===== config.mk =====
export PLATFORM = sky130hd
export DESIGN_NAME = vga_ctrl
export DESIGN_NICKNAME = d
export VERILOG_FILES = /design/src/rtl/vga_pkg.sv /design/src/rtl/vga_scan_cnt.sv /design/src/rtl/vga_ctrl.sv
export SDC_FILE = /design/constraint.sdc
export NUM_CORES = 1
export LEC_CHECK = 0
export CORE_ASPECT_RATIO = 1.4
export CORE_MARGIN = 4
export CORE_UTILIZATION = 45
export CTS_BUF_LIST = sky130_fd_sc_hd__clkbuf_8
export DETAILED_ROUTE_END_ITERATION = 10
export GPL_TIMING_DRIVEN = 0
export PLACE_DENSITY = 0.76
export SLEW_MARGIN = 5
export SYNTH_ARGS = -nofsm -noshare
export SYNTH_HDL_FRONTEND = slang
export SYNTH_HIERARCHICAL = 1
export SYNTH_SLANG_ARGS = --single-unit

===== constraint.sdc =====
create_clock -name vga_clk -period 4.44 [get_ports vga_clk]
set_input_delay 0.444 -clock vga_clk [delete_from_list [all_inputs] [get_ports vga_clk]]
set_output_delay 0.444 -clock vga_clk [all_outputs]
set_load 0.02 [all_outputs]

===== src/rtl/vga_pkg.sv =====
// Shared VGA 640x480@60 timing defaults and derived window bounds.
// Imported by the scan counter and the controller top.
package vga_pkg;

  localparam int CNT_W = 10;
  localparam int RGB565_W = 16;

  localparam int H_SYNC_DEF  = 96;
  localparam int H_BACK_DEF  = 48;
  localparam int H_VALID_DEF = 640;
  localparam int H_FRONT_DEF = 16;

  localparam int V_SYNC_DEF  = 2;
  localparam int V_BACK_DEF  = 33;
  localparam int V_VALID_DEF = 480;
  localparam int V_FRONT_DEF = 10;

  localparam int H_TOTAL =
    H_SYNC_DEF + H_BACK_DEF + H_VALID_DEF + H_FRONT_DEF;
  localparam int V_TOTAL =
    V_SYNC_DEF + V_BACK_DEF + V_VALID_DEF + V_FRONT_DEF;

  localparam int H_ACT_START = H_SYNC_DEF + H_BACK_DEF;
  localparam int H_ACT_END   = H_ACT_START + H_VALID_DEF - 1;
  localparam int V_ACT_START = V_SYNC_DEF + V_BACK_DEF;
  localparam int V_ACT_END   = V_ACT_START + V_VALID_DEF - 1;

endpackage


===== src/rtl/vga_scan_cnt.sv =====
// Cascaded horizontal/vertical scan counters.
// cnt_v advances only when cnt_h wraps.
module vga_scan_cnt
  import vga_pkg::*;
#(
  parameter int H_TOT = H_TOTAL,
  parameter int V_TOT = V_TOTAL
) (
  input  logic             clk,
  input  logic             rst_n,
  output logic [CNT_W-1:0] cnt_h,
  output logic [CNT_W-1:0] cnt_v
);

  localparam logic [CNT_W-1:0] H_LAST = CNT_W'(H_TOT - 1);
  localparam logic [CNT_W-1:0] V_LAST = CNT_W'(V_TOT - 1);
  localparam logic [CNT_W-1:0] ONE    = CNT_W'(1);

  logic h_wrap;
  logic v_wrap;

  assign h_wrap = (cnt_h == H_LAST);
  assign v_wrap = (cnt_v == V_LAST);

  always_ff @(posedge clk) begin
    if (!rst_n) begin
      cnt_h <= '0;
      cnt_v <= '0;
    end else begin
      cnt_h <= h_wrap ? '0 : cnt_h + ONE;
      if (h_wrap)
        cnt_v <= v_wrap ? '0 : cnt_v + ONE;
    end
  end

endmodule


===== src/rtl/vga_ctrl.sv =====
// VGA timing generator: scan counters, pixel request one cycle
// ahead, and registered hsync/vsync/rgb/frame_start.
module vga_ctrl
  import vga_pkg::*;
#(
  parameter int H_SYNC   = H_SYNC_DEF,
  parameter int H_BACK   = H_BACK_DEF,
  parameter int H_VALID  = H_VALID_DEF,
  parameter int H_FRONT  = H_FRONT_DEF,
  parameter int V_SYNC   = V_SYNC_DEF,
  parameter int V_BACK   = V_BACK_DEF,
  parameter int V_VALID  = V_VALID_DEF,
  parameter int V_FRONT  = V_FRONT_DEF,
  parameter int SYNC_POL = 0,
  parameter int RGB_W    = RGB565_W
) (
  input  logic             vga_clk,
  input  logic             sys_rst_n,
  input  logic [RGB_W-1:0] pix_data,
  output logic             pix_data_req,
  output logic [CNT_W-1:0] pix_x,
  output logic [CNT_W-1:0] pix_y,
  output logic             hsync,
  output logic             vsync,
  output logic [RGB_W-1:0] rgb,
  output logic             frame_start
);

  localparam int H_TOT = H_SYNC + H_BACK + H_VALID + H_FRONT;
  localparam int V_TOT = V_SYNC + V_BACK + V_VALID + V_FRONT;

  localparam logic [CNT_W-1:0] H_AS =
    CNT_W'(H_SYNC + H_BACK);
  localparam logic [CNT_W-1:0] H_AE =
    CNT_W'(H_SYNC + H_BACK + H_VALID - 1);
  localparam logic [CNT_W-1:0] V_AS =
    CNT_W'(V_SYNC + V_BACK);
  localparam logic [CNT_W-1:0] V_AE =
    CNT_W'(V_SYNC + V_BACK + V_VALID - 1);
  localparam logic [CNT_W-1:0] R_HS =
    CNT_W'(H_SYNC + H_BACK - 1);
  localparam logic [CNT_W-1:0] R_HE =
    CNT_W'(H_SYNC + H_BACK + H_VALID - 2);
  localparam logic [CNT_W-1:0] HS_W = CNT_W'(H_SYNC);
  localparam logic [CNT_W-1:0] VS_W = CNT_W'(V_SYNC);
  localparam logic POL = 1'(SYNC_POL);

  logic [CNT_W-1:0] cnt_h;
  logic [CNT_W-1:0] cnt_v;
  logic             v_act;
  logic             act;

  vga_scan_cnt #(
    .H_TOT (H_TOT),
    .V_TOT (V_TOT)
  ) u_scan (
    .clk   (vga_clk),
    .rst_n (sys_rst_n),
    .cnt_h (cnt_h),
    .cnt_v (cnt_v)
  );

  assign v_act = (cnt_v >= V_AS) && (cnt_v <= V_AE);
  assign act   = (cnt_h >= H_AS) && (cnt_h <= H_AE) && v_act;

  // Request leads the active window by one column.
  assign pix_data_req = (cnt_h >= R_HS) && (cnt_h <= R_HE) && v_act;
  assign pix_x = pix_data_req ? cnt_h - R_HS : '0;
  assign pix_y = pix_data_req ? cnt_v - V_AS : '0;

  always_ff @(posedge vga_clk) begin
    if (!sys_rst_n) begin
      hsync       <= ~POL;
      vsync       <= ~POL;
      rgb         <= '0;
      frame_start <= 1'b0;
    end else begin
      hsync       <= (cnt_h < HS_W) ? POL : ~POL;
      vsync       <= (cnt_v < VS_W) ? POL : ~POL;
      rgb         <= act ? pix_data : '0;
      frame_start <= (cnt_h == '0) && (cnt_v == '0);
    end
  end

endmodule


==> metrics.md, run 1 <==
| Metric | Value |
|---|---|
| DRT Pass-1 Iters | `5` |
| Multi-input gate area | `1220 um^2` |
| PD cells | `roughly 250 nW/um^2` |
| Worst Path Buf+Inv | `2` |
| First-pass GRT wire length | `just over 8 mm` |
| Clk sinks | `39` |
| Flops & latches, synth | `39` |
| Post-synth top area share | `0.3757` |
| Area Growth Syn to Fin | `37.03%` |
| CTS tree | `built` |
| Flop pwr share | `0.509` |
| Initial core utilization | `0.4619` |
| Crit path DAT | `2.97 ns` |
| Vias/cell | `about 5.3` |
| Int Power | `0.0005609 W` |
| EDFF count, synth | `0` |
| Status | `complete, no violations` |
| RSZ-0062 raised after global routing | `false` |
| Nets@finish | `329` |
| Commonest non-fill, non-tap cell in the layout | `clkdlybuf4s50_1` |
| Netlist cell types | `43` |
| Most frequent cells in the layout | `clkdlybuf4s50_1, dfxtp_1, nor3_1` |
| Vias | `between 1,500 and 2,000` |
| Sw power | `0.0001464 W` |
| Root buffer cell | `clkbuf_8` |
| Die Ht | `88.41 um` |
| Core ar. | `~4500 um^2` |
| Crit end category | `primary output` |
| Latest clock arrival within the worst-skew pair | `0.29 ns` |
| Dominant synthesized flop cell | `dfxtp_1` |
| Critical path peak fanout | `10` |
| Post-layout utilization of the core | `0.6329` |
| Mapped Avg Cell Area | `8.696 um^2` |
| I/O pins | `58` |
| TritonCTS Buffers | `5` |
| # DRC | `0` |
| Die area | `5785 um^2` |
| FP Rows | `29` |
| Placed cell area | `2726 um^2` |
| Leakage | `1.019 nW` |
| Final Hold Violating Endpoints | `0` |
| Fin crit period | `3.414 ns` |
| Clk_skew | `0.006814 ns` |
| Layout cells sized above 1 | `0.1151` |
| FMAX | `0.2929 GHz` |
| CP required | `4.00 ns` |
| Fillers | `408` |
| Setup CP Type | `flip-flop to primary output` |
| Largest net degree at the start of global routing | `14` |
| Net Count, Synth | `around 270` |
| Total Routed Length | `5.106 mm` |
| Largest area contributor in the synthesized netlist | `dfxtp_1` |
| Switching share of power | `0.2070` |
| Final ANT Viol Nets | `0` |
| HPWL after DPL | `between 3 and 4 mm` |
| Final setup viols | `0` |
| Sequential share of the synthesized area | `0.3757` |
| Slowest CP cell | `clkdlybuf4s50_1` |
| GRT Overall Usage | `0.1795` |
| Cell area after synthesis | `2078 um^2` |
| Syn. warnings | `6` |
| Max-slew headroom | `0.6021` |
| CTS Hold Bufs | `0` |
| Max Cap Violations | `0` |
| Die W | `65.44 um` |
| Register area | `between 700 and 800 um^2` |
| Clock power frac | `0.440` |
| Max incr delay on CP | `about 0.65 ns` |
| GRT Residual Overflow | `0` |
| Final instance area | `2848 um^2` |
| I/O Buffers | `57` |
| Worst IR Drop VDD | `245.1 uV` |
| Post-CTS resize count | `0` |
| CTS clk-pin slew, worst paths | `roughly 0.080 ns` |
| Startpoint Class | `flip-flop` |
| Crit path max-delay family | `simple AND/OR/NAND/NOR gates` |
| CP cell instances | `or3_4 > or4_4 > a21o_2 > buf_2 > nor3_1 > clkdlybuf4s50_1` |
| DR iter-0 viols | `slightly above 90` |
| Setup TNS | `0 ns` |
| H-tree levels | `2` |
| Placer Congestion | `0.8141` |
| Vias in the first global route | `1,840` |
| Setup Fix Bufs, Post-CTS | `0` |
| Total power | `approximately 0.0007 W` |
| Initial antenna violation count | `0` |
| Period utilisation layout | `0.7689` |
| Comb pwr share | `0.051` |
| CTS Buffer Depth | `2` |
| Cells after Synth | `~240` |
| Average routed wire per standard cell | `~14 um` |
| Hold crit path type | `flip-flop to flip-flop` |
| Max Slew Vio Count | `0` |
| Post-synth ARST share | `0` |
| Synth area leaders | `dfxtp_1, xnor2_1, nor3_1` |
| Slew @ Worst Pin | `0.5929 ns` |
| # diodes | `0` |
==> synth_stat cells (2+ instances only) <==
cell / number
buf_2: 2
dfxtp_1: 39
nor4bb_1: 2
xor2_1: 8
and2_2: 14
nor2_1: 14
a211oi_2: 2
nand2_1: 13
inv_1: 8
and4_1: 3
and2_1: 5
nand3_1: 14
clkbuf_1: 4
nor3_1: 27
or3_1: 6
or4_4: 2
a21oi_1: 8
o21ai_0: 7
ha_1: 8
xnor2_1: 17
nand4_1: 7
nor4_1: 4
nor3b_1: 3
nor2b_1: 2
buf_6: 2
==> layer usage <==
layer | GRT usage | vias to the layer above | share of wire
met4 | 0.05283 | 0 | 0.017
met2 | 0.3382 | 77 | 0.49
met3 | 0.04701 | 9 | 0.069
li1 | - | 973 | -
met5 | 0 | - | 0
met1 | 0.1947 | 867 | 0.42
==> kinds of logic after synthesis <==
kind of cell	Yosys count	synth area share
AND/OR/NAND/NOR	124	0.3456
flip-flops	39	0.3757
AO/OA/AOI/OAI	27	0.08790
XOR/XNOR	25	0.1054
buffers and inverters	16	0.03732
adder cells (fa/ha/maj)	8	0.04817
==> worst register-to-register path: stages, from the launching register on <==
cell	delay [ns]
dfxtp_1	0.52
ha_1	0.29
nand4_1	0.24
or4_4	0.64
or3_1	0.37
a21oi_1	0.14
==> power groups by stage <==
stage	sequential [W]	combinational [W]	clock, W
finish	0.000360	0.0000362	0.000311
detailed placement	0.000368	0.0000360	0
global route	0.000361	0.0000399	0.000328
floorplan	0.000369	0.0000121	0
CTS	0.000360	0.0000365	0.000318
global placement	0.000368	0.0000352	0
==> final timing paths <==
path	start	to	slack [ns]	cells after the start
worst max-delay path	u_scan/cnt_v[7]	pix_x[0]	1.03	6
worst min-delay path	u_scan/cnt_h[0]	u_scan/cnt_h[0]	0.57	1
worst max register to register	u_scan/cnt_h[0]	u_scan/cnt_v[9]	2.17	5
worst min register to register	u_scan/cnt_h[0]	u_scan/cnt_h[0]	0.57	1
==> sequential cells by signal, indices dropped and copies added (netlist names) <==
| register | flops |
|---|---|
| frame_start | 1 |
| hsync | 1 |
| rgb | 16 |
| u_scan/cnt_h | 10 |
| u_scan/cnt_v | 10 |
| vsync | 1 |
==> per-stage QoR <==
stage	cells	hold slack (ns)	setup WS, ns
finish	366	0.5727	1.026
global route	366	0.5987	0.8152
CTS	366	0.5729	1.019
detailed placement	358	0.5528	1.345
global placement	358	0.5465	1.362
floorplan	239	0.4869	1.766
==> area by class of cell <==
type                    instances  share of cell area
flip-flops and latches         39              0.2742
clock buffers                   6             0.02900
repair buffers                 57              0.2004
well taps                      62             0.02724
clock inverters                 2             0.01362
inverters                       8             0.01054
plain buffers                   8             0.01670
multi-input cells             184              0.4284
Power figures use the tool's default switching activity.
==> run 2, diff against run 1 <==
Settings changed: PLACE_DENSITY 0.76 to 0.79.
Clock period 4.44 ns to 2.8 ns, I/O delays scaled along.
==> run 2 against run 1 <==
Compared with the run above: sequential power increased by 58%; sequential share of layout area rose by 0.60 points; non-clock buffer count unchanged; register-to-register slack got worse by 1.6 ns; via count up 3.4%; highest routed layer unchanged; core utilization fell by 0.75 points.
==> metrics.md, run 2 (synthesized netlist as in run 1, its figures left out) <==
| Metric | Value |
|---|---|
| GRT Overall Usage | `0.1905 (+0.01096)` |
| Hold slack final | `0.5387 ns (-0.03401 ns)` |
| Latest clock arrival within the worst-skew pair | `0.29 ns (about the same)` |
| Root buffer cell | `clkbuf_8` |
| Worst r2r src | `u_scan/cnt_h[0]` |
| R2r endpoint | `u_scan/cnt_v[9]` |
| First-pass GRT wire length | `8.625 mm (+4.3%)` |
| Core ar. | `4499 um^2 (unchanged)` |
| Leakage | `1.076 nW (+5.6%)` |
| Clk_skew | `0.009997 ns (+0.003182 ns)` |
| FMAX | `0.3601 GHz` |
| I/O pins | `58 (unchanged)` |
| Total Routed Length | `5.527 mm (+8.2%)` |
| Vias/cell | `5.440 (+3.4%)` |
| # diodes | `0 (unchanged)` |
| Largest register FFs | `16 (unchanged)` |
| CTS tree | `built` |
| H-tree levels | `2 (unchanged)` |
| Initial core utilization | `0.4619 (unchanged)` |
| Vias in the first global route | `1,855 (+0.82%)` |
| Largest net degree at the start of global routing | `14 (unchanged)` |
| Period utilisation layout | `0.9918` |
| CTS Buffer Depth | `2 (unchanged)` |
| Non-filler cells, final | `366 (unchanged)` |
| Vias | `1,991 (+3.4%)` |
| TritonCTS Buffers | `5 (unchanged)` |
| Die Ht | `88.41 um (unchanged)` |
| Placer Congestion | `0.7797 (-4.2%)` |
| Setup Fix Bufs, Post-CTS | `0 (unchanged)` |
| Commonest non-fill, non-tap cell in the layout | `clkdlybuf4s50_1` |
| Critical path peak fanout | `10 (unchanged)` |
| Largest regs | `rgb x16, u_scan/cnt_h x10, u_scan/cnt_v x10` |
| Nets@finish | `329 (unchanged)` |
| Startpoint Class | `flip-flop` |
| Placed insts | `358 (unchanged)` |
| RSZ-0062 raised after global routing | `true` |
| Average routed wire per standard cell | `15.10 um (+8.2%)` |
| Fillers | `410 (+0.49%)` |
| DR iter-0 viols | `78 (-16%)` |
| Final ANT Viol Nets | `0 (unchanged)` |
| Max-slew headroom | `0.5853 (-0.01677)` |
| Initial antenna violation count | `0 (unchanged)` |
| Clk sinks | `39 (unchanged)` |
| Area Growth Syn to Fin | `35.40%` |
| HPWL after DPL | `3.890 mm (+3.9%)` |
| Most frequent cells in the layout | `clkdlybuf4s50_1, dfxtp_1, nor3_1` |
| Slowest CP cell | `or4_4` |
| Max Slew Vio Count | `0 (unchanged)` |
| Hold Startpoint | `u_scan/cnt_v[6]` |
| CP required | `2.52 ns (-1.48 ns)` |
| Reg2reg path depth | `5 (unchanged)` |
| Hold Path Depth | `2 (+1)` |
| PD cells | `398.7 nW/um^2 (+61%)` |
| Final Hold Violating Endpoints | `0 (unchanged)` |
| Slew @ Worst Pin | `0.6179 ns (+0.02499 ns)` |
| Crit path DAT | `2.50 ns (-0.47 ns)` |
| Fin crit period | `2.777 ns` |
| Worst IR Drop VDD | `208.2 uV (-15%)` |
| Status | `complete, no violations` |
| Reg2reg setup slack | `0.55 ns (-1.62 ns)` |
| Layout cells sized above 1 | `0.2336 (+0.1184)` |
| Crit end category | `primary output` |
| DRT Pass-1 Iters | `4 (-1)` |
| Die W | `65.44 um (unchanged)` |
| GRT Residual Overflow | `0 (unchanged)` |
| Max Cap Violations | `0 (unchanged)` |
| Hold Path End | `u_scan/cnt_v[6]` |
| FP Rows | `29 (unchanged)` |
| Largest register by flop count | `rgb` |
| Final setup viols | `0 (unchanged)` |
| Hold crit path type | `flip-flop to flip-flop` |
| # DRC | `0 (unchanged)` |
| I/O Buffers | `57 (unchanged)` |
| CTS clk-pin slew, worst paths | `0.08 ns (about the same)` |
| CP cell instances | `or3_4 > or4_4 > a21o_2 > clkbuf_4 > nor3_1 > buf_4` |
| Max incr delay on CP | `0.53 ns (-0.12 ns)` |
| Die area | `5785 um^2 (unchanged)` |
| Setup CP Type | `flip-flop to primary output` |
run 2: cell types whose count changed in the layout (fill, tap and decap cells not counted), sizes merged:
cell           previous run  this run
clkinv                    0         1
inv                       9         8
clkdlybuf4s15             0         1
clkbuf                   10        12
buf                       4        22
clkdlybuf4s50            57        36
run 2: how the worst max path moves through the flow:
stage | depth (start not counted) | start | to
6_report | 6 | u_scan/cnt_v[7] | pix_y[2]
5_1_grt | 6 | u_scan/cnt_v[7] | pix_y[2]
4_1_cts | 6 | u_scan/cnt_v[7] | pix_y[5]
3_5_place_dp | 6 | u_scan/cnt_v[7] | pix_y[2]
3_3_place_gp | 6 | u_scan/cnt_v[7] | pix_x[0]
2_1_floorplan | 4 | u_scan/cnt_v[7] | pix_x[7]
run 2: cell type report:
cell class | count | area (um^2) | share of cell area
Clock inverter | 2 | 35.03 | 0.01245
Tap cell | 62 | 77.57 | 0.02757
Multi-Input combinational cell | 184 | 1260 | 0.4478
Buffer | 8 | 52.55 | 0.01867
Inverter | 8 | 30.03 | 0.01067
Sequential cell | 39 | 788.3 | 0.2801
Clock buffer | 6 | 82.58 | 0.02935
Timing Repair Buffer | 57 | 488.0 | 0.1734
run 2: power breakdown:
part	internal (W)	switching, W	total [W]
Combinational	0.0000356	0.0000226	0.0000582
Sequential	0.000561	0.00000977	0.000570
Clock	0.000288	0.000205	0.000493
Total	0.000885	0.000237	0.00112
run 2: worst max-delay path: cells and delay by family (launching register included):
kind | cells | cell delay, ns
simple gates | 3 | 1.19
compound gates | 1 | 0.25
buf+inv | 2 | 0.39
flops | 1 | 0.38
run 2: timing repair:
| action | in CTS | in global routing |
|---|---|---|
| resized for setup | 98 | 29 |
| hold buffers | 0 | 0 |
| endpoints found under the setup margin | 21 | 19 |
run 2: per-stage QoR:
| step | utilization | setup slack [ns] | total power (W) | TNS (ns) | instance area, um^2 |
|---|---|---|---|---|---|
| final | 0.6254 | 0.02289 | 0.001122 | 0 | 2814 |
| after global routing | 0.6254 | -0.01275 | 0.001157 | -0.03752 | 2814 |
| after CTS | 0.6174 | 0.00006817 | 0.001128 | 0 | 2778 |
| after detailed placement | 0.6060 | -0.1280 | 0.0006408 | -1.537 | 2726 |
| after global placement | 0.6060 | -0.1047 | 0.0006390 | -1.251 | 2726 |
| after floorplan | - | 0.2902 | 0.0006038 | 0 | 2078 |
run 2: per-layer routing:
layer / global-route usage / share of wire / up-vias
met3: 0.04447 / 0.066 / 12
li1: - / - / 971
met2: 0.3419 / 0.50 / 92
met4: 0.07925 / 0.021 / 0
met1: 0.2147 / 0.41 / 916
met5: 0 / 0 / -
==> run 3, diff against run 2 <==
Settings changed: REMOVE_ABC_BUFFERS from default to 1.
==> run 3 against run 2 <==
Compared with the run above: non-clock buffer count fell by 8; cell area shrank 2.7%; largest power group unchanged; via count fell by 2.3%; maximum frequency rose by 2.3%; sequential power barely moved; flip-flop and latch count did not move.
==> metrics.md, run 3 (synthesized netlist as in run 1, its figures left out) <==
| Metric | Value |
|---|---|
| Met2 WL post-DR | `2.613 mm (-6.0%)` |
| Worst IR Drop VDD | `268.7 uV (+29%)` |
| I/O pins | `58 (unchanged)` |
| Most frequent cells in the layout | `clkdlybuf4s50_1, dfxtp_1, nor3_1` |
| Area Growth Syn to Fin | `31.73%` |
| Clk_skew | `0.01025 ns (+0.0002482 ns)` |
| HPWL after DPL | `3.402 mm (-13%)` |
| CTS clk-pin slew, worst paths | `0.08 ns (about the same)` |
| GRT Overall Usage | `0.1705 (-0.02001)` |
| Final ANT Viol Nets | `0 (unchanged)` |
| Placer Congestion | `0.8783 (+13%)` |
| CTS Buffer Depth | `2 (unchanged)` |
| Die area | `5785 um^2 (unchanged)` |
| Largest net degree at the start of global routing | `22 (+8)` |
| Final setup viols | `0 (unchanged)` |
| Slew @ Worst Pin | `0.9095 ns (+0.2916 ns)` |
| Nets@finish | `322 (-2.1%)` |
| Placed insts | `350 (-2.2%)` |
| Root buffer cell | `clkbuf_8` |
| TritonCTS Buffers | `5 (unchanged)` |
| Hold crit path type | `flip-flop to flip-flop` |
| Crit end category | `primary output` |
| Initial core utilization | `0.4619 (unchanged)` |
| Register area | `788.3 um^2 (unchanged)` |
| Setup Fix Bufs, Post-CTS | `0 (unchanged)` |
| Fin crit period | `2.714 ns (-0.06332 ns)` |
| Clk sinks | `39 (unchanged)` |
| GRT Residual Overflow | `0 (unchanged)` |
| Largest regs | `rgb x16, u_scan/cnt_h x10, u_scan/cnt_v x10` |
| PD cells | `368.8 nW/um^2 (-7.5%)` |
| DRT met1 WL | `1.890 mm (-16%)` |
| Layout cells sized above 1 | `0.2121 (-0.02143)` |
| Max-slew headroom | `0.3926 (-0.1927)` |
| CP required | `2.52 ns (about the same)` |
| # DRC | `0 (unchanged)` |
| Crit path DAT | `2.43 ns (-0.07 ns)` |
| DRT Pass-1 Iters | `6 (+2)` |
| Multi-input gate area | `1276 um^2 (+1.3%)` |
| Vias in the first global route | `1,772 (-4.5%)` |
| FP Rows | `29 (unchanged)` |
| Startpoint Class | `flip-flop` |
| Final Hold Violating Endpoints | `0 (unchanged)` |
| Max Slew Vio Count | `0 (unchanged)` |
| First-pass GRT wire length | `7.700 mm (-11%)` |
| Period utilisation layout | `0.9692 (-0.02262)` |
| Setup CP Type | `flip-flop to primary output` |
| Vias | `1,945 (-2.3%)` |
| Status | `complete, no violations` |
| Largest register by flop count | `rgb` |
| FMAX | `0.3685 GHz (+2.3%)` |
| Vias/cell | `5.418 (-0.41%)` |
| Core ar. | `4499 um^2 (unchanged)` |
| Latest clock arrival within the worst-skew pair | `0.30 ns (about the same)` |
| Die Ht | `88.41 um (unchanged)` |
| Commonest non-fill, non-tap cell in the layout | `clkdlybuf4s50_1` |
| Initial antenna violation count | `0 (unchanged)` |
| DR iter-0 viols | `161 (+110%)` |
| Leakage | `1.030 nW (-4.3%)` |
| Total Routed Length | `4.957 mm (-10%)` |
| Hold slack final | `0.5337 ns (-0.004976 ns)` |
| Critical path peak fanout | `10 (unchanged)` |
| H-tree levels | `2 (unchanged)` |
| Reg2reg setup slack | `0.35 ns (-0.20 ns)` |
| Average routed wire per standard cell | `13.81 um (-8.6%)` |
| RSZ-0062 raised after global routing | `false` |
| Met3 wire len | `307 um (-16%)` |
| Max Cap Violations | `0 (unchanged)` |
| Top routing layer in use | `met4` |
| I/O Buffers | `57 (unchanged)` |
| Largest register FFs | `16 (unchanged)` |
| Die W | `65.44 um (unchanged)` |
| Fillers | `429 (+4.6%)` |
| Non-filler cells, final | `359 (-1.9%)` |
| # diodes | `0 (unchanged)` |
| CTS tree | `built` |
run 3: power by group:
part / switching (W) / internal [W]
combinational: 0.0000220 / 0.0000353
sequential: 0.00000917 / 0.000561
clock: 0.000205 / 0.000178
run 3: timing repair:
action / in CTS / in global routing
resized for setup: 47 / 51
hold endpoints to repair: 0 / 0
hold buffers: 0 / 0
pin swaps: 0 / 0
cloned: 0 / 1
setup endpoints to repair: 21 / 21
run 3: worst paths after layout:
path | startpoint | to | cells past startpoint
max | u_scan/cnt_v[7] | pix_x[7] | 5
min | u_scan/cnt_v[6] | u_scan/cnt_v[6] | 2
max reg2reg | u_scan/cnt_v[7] | rgb[12] | 4
min reg2reg | u_scan/cnt_v[6] | u_scan/cnt_v[6] | 2
run 3: worst max-delay path, stage by stage (launching register included):
cell and delay [ns]:
dfxtp_2 0.36, or3_4 0.41, or4_4 0.56, a21o_4 0.29, nor4_2 0.32, buf_4 0.20
run 3: per-stage QoR:
step / area [um^2] / util / setup slack, ns / setup TNS (ns) / total power, W
floorplan: 2031 / - / 0.1578 / 0 / 0.0006024
global placement: 2679 / 0.5954 / -0.4012 / -7.010 / 0.0006384
detailed placement: 2685 / 0.5968 / -0.2444 / -1.155 / 0.0006398
CTS: 2783 / 0.6185 / 0.001016 / 0 / 0.001025
global route: 2738 / 0.6085 / 0.02742 / 0 / 0.001054
finish: 2738 / 0.6085 / 0.08622 / 0 / 0.001010
run 3: final cells by class:
cell class | instances | area share
inverters | 8 | 0.01097
repair buffers | 57 | 0.1723
flip-flops and latches | 39 | 0.2879
clock inverters | 3 | 0.009141
clock buffers | 5 | 0.02514
multi-input cells | 185 | 0.4662
well taps | 62 | 0.02834
run 3: layer usage:
metal	vias up	global-route usage
met2	65	0.3051
li1	968	-
met1	902	0.1772
met4	0	0.1057
met5	-	0
met3	10	0.04193
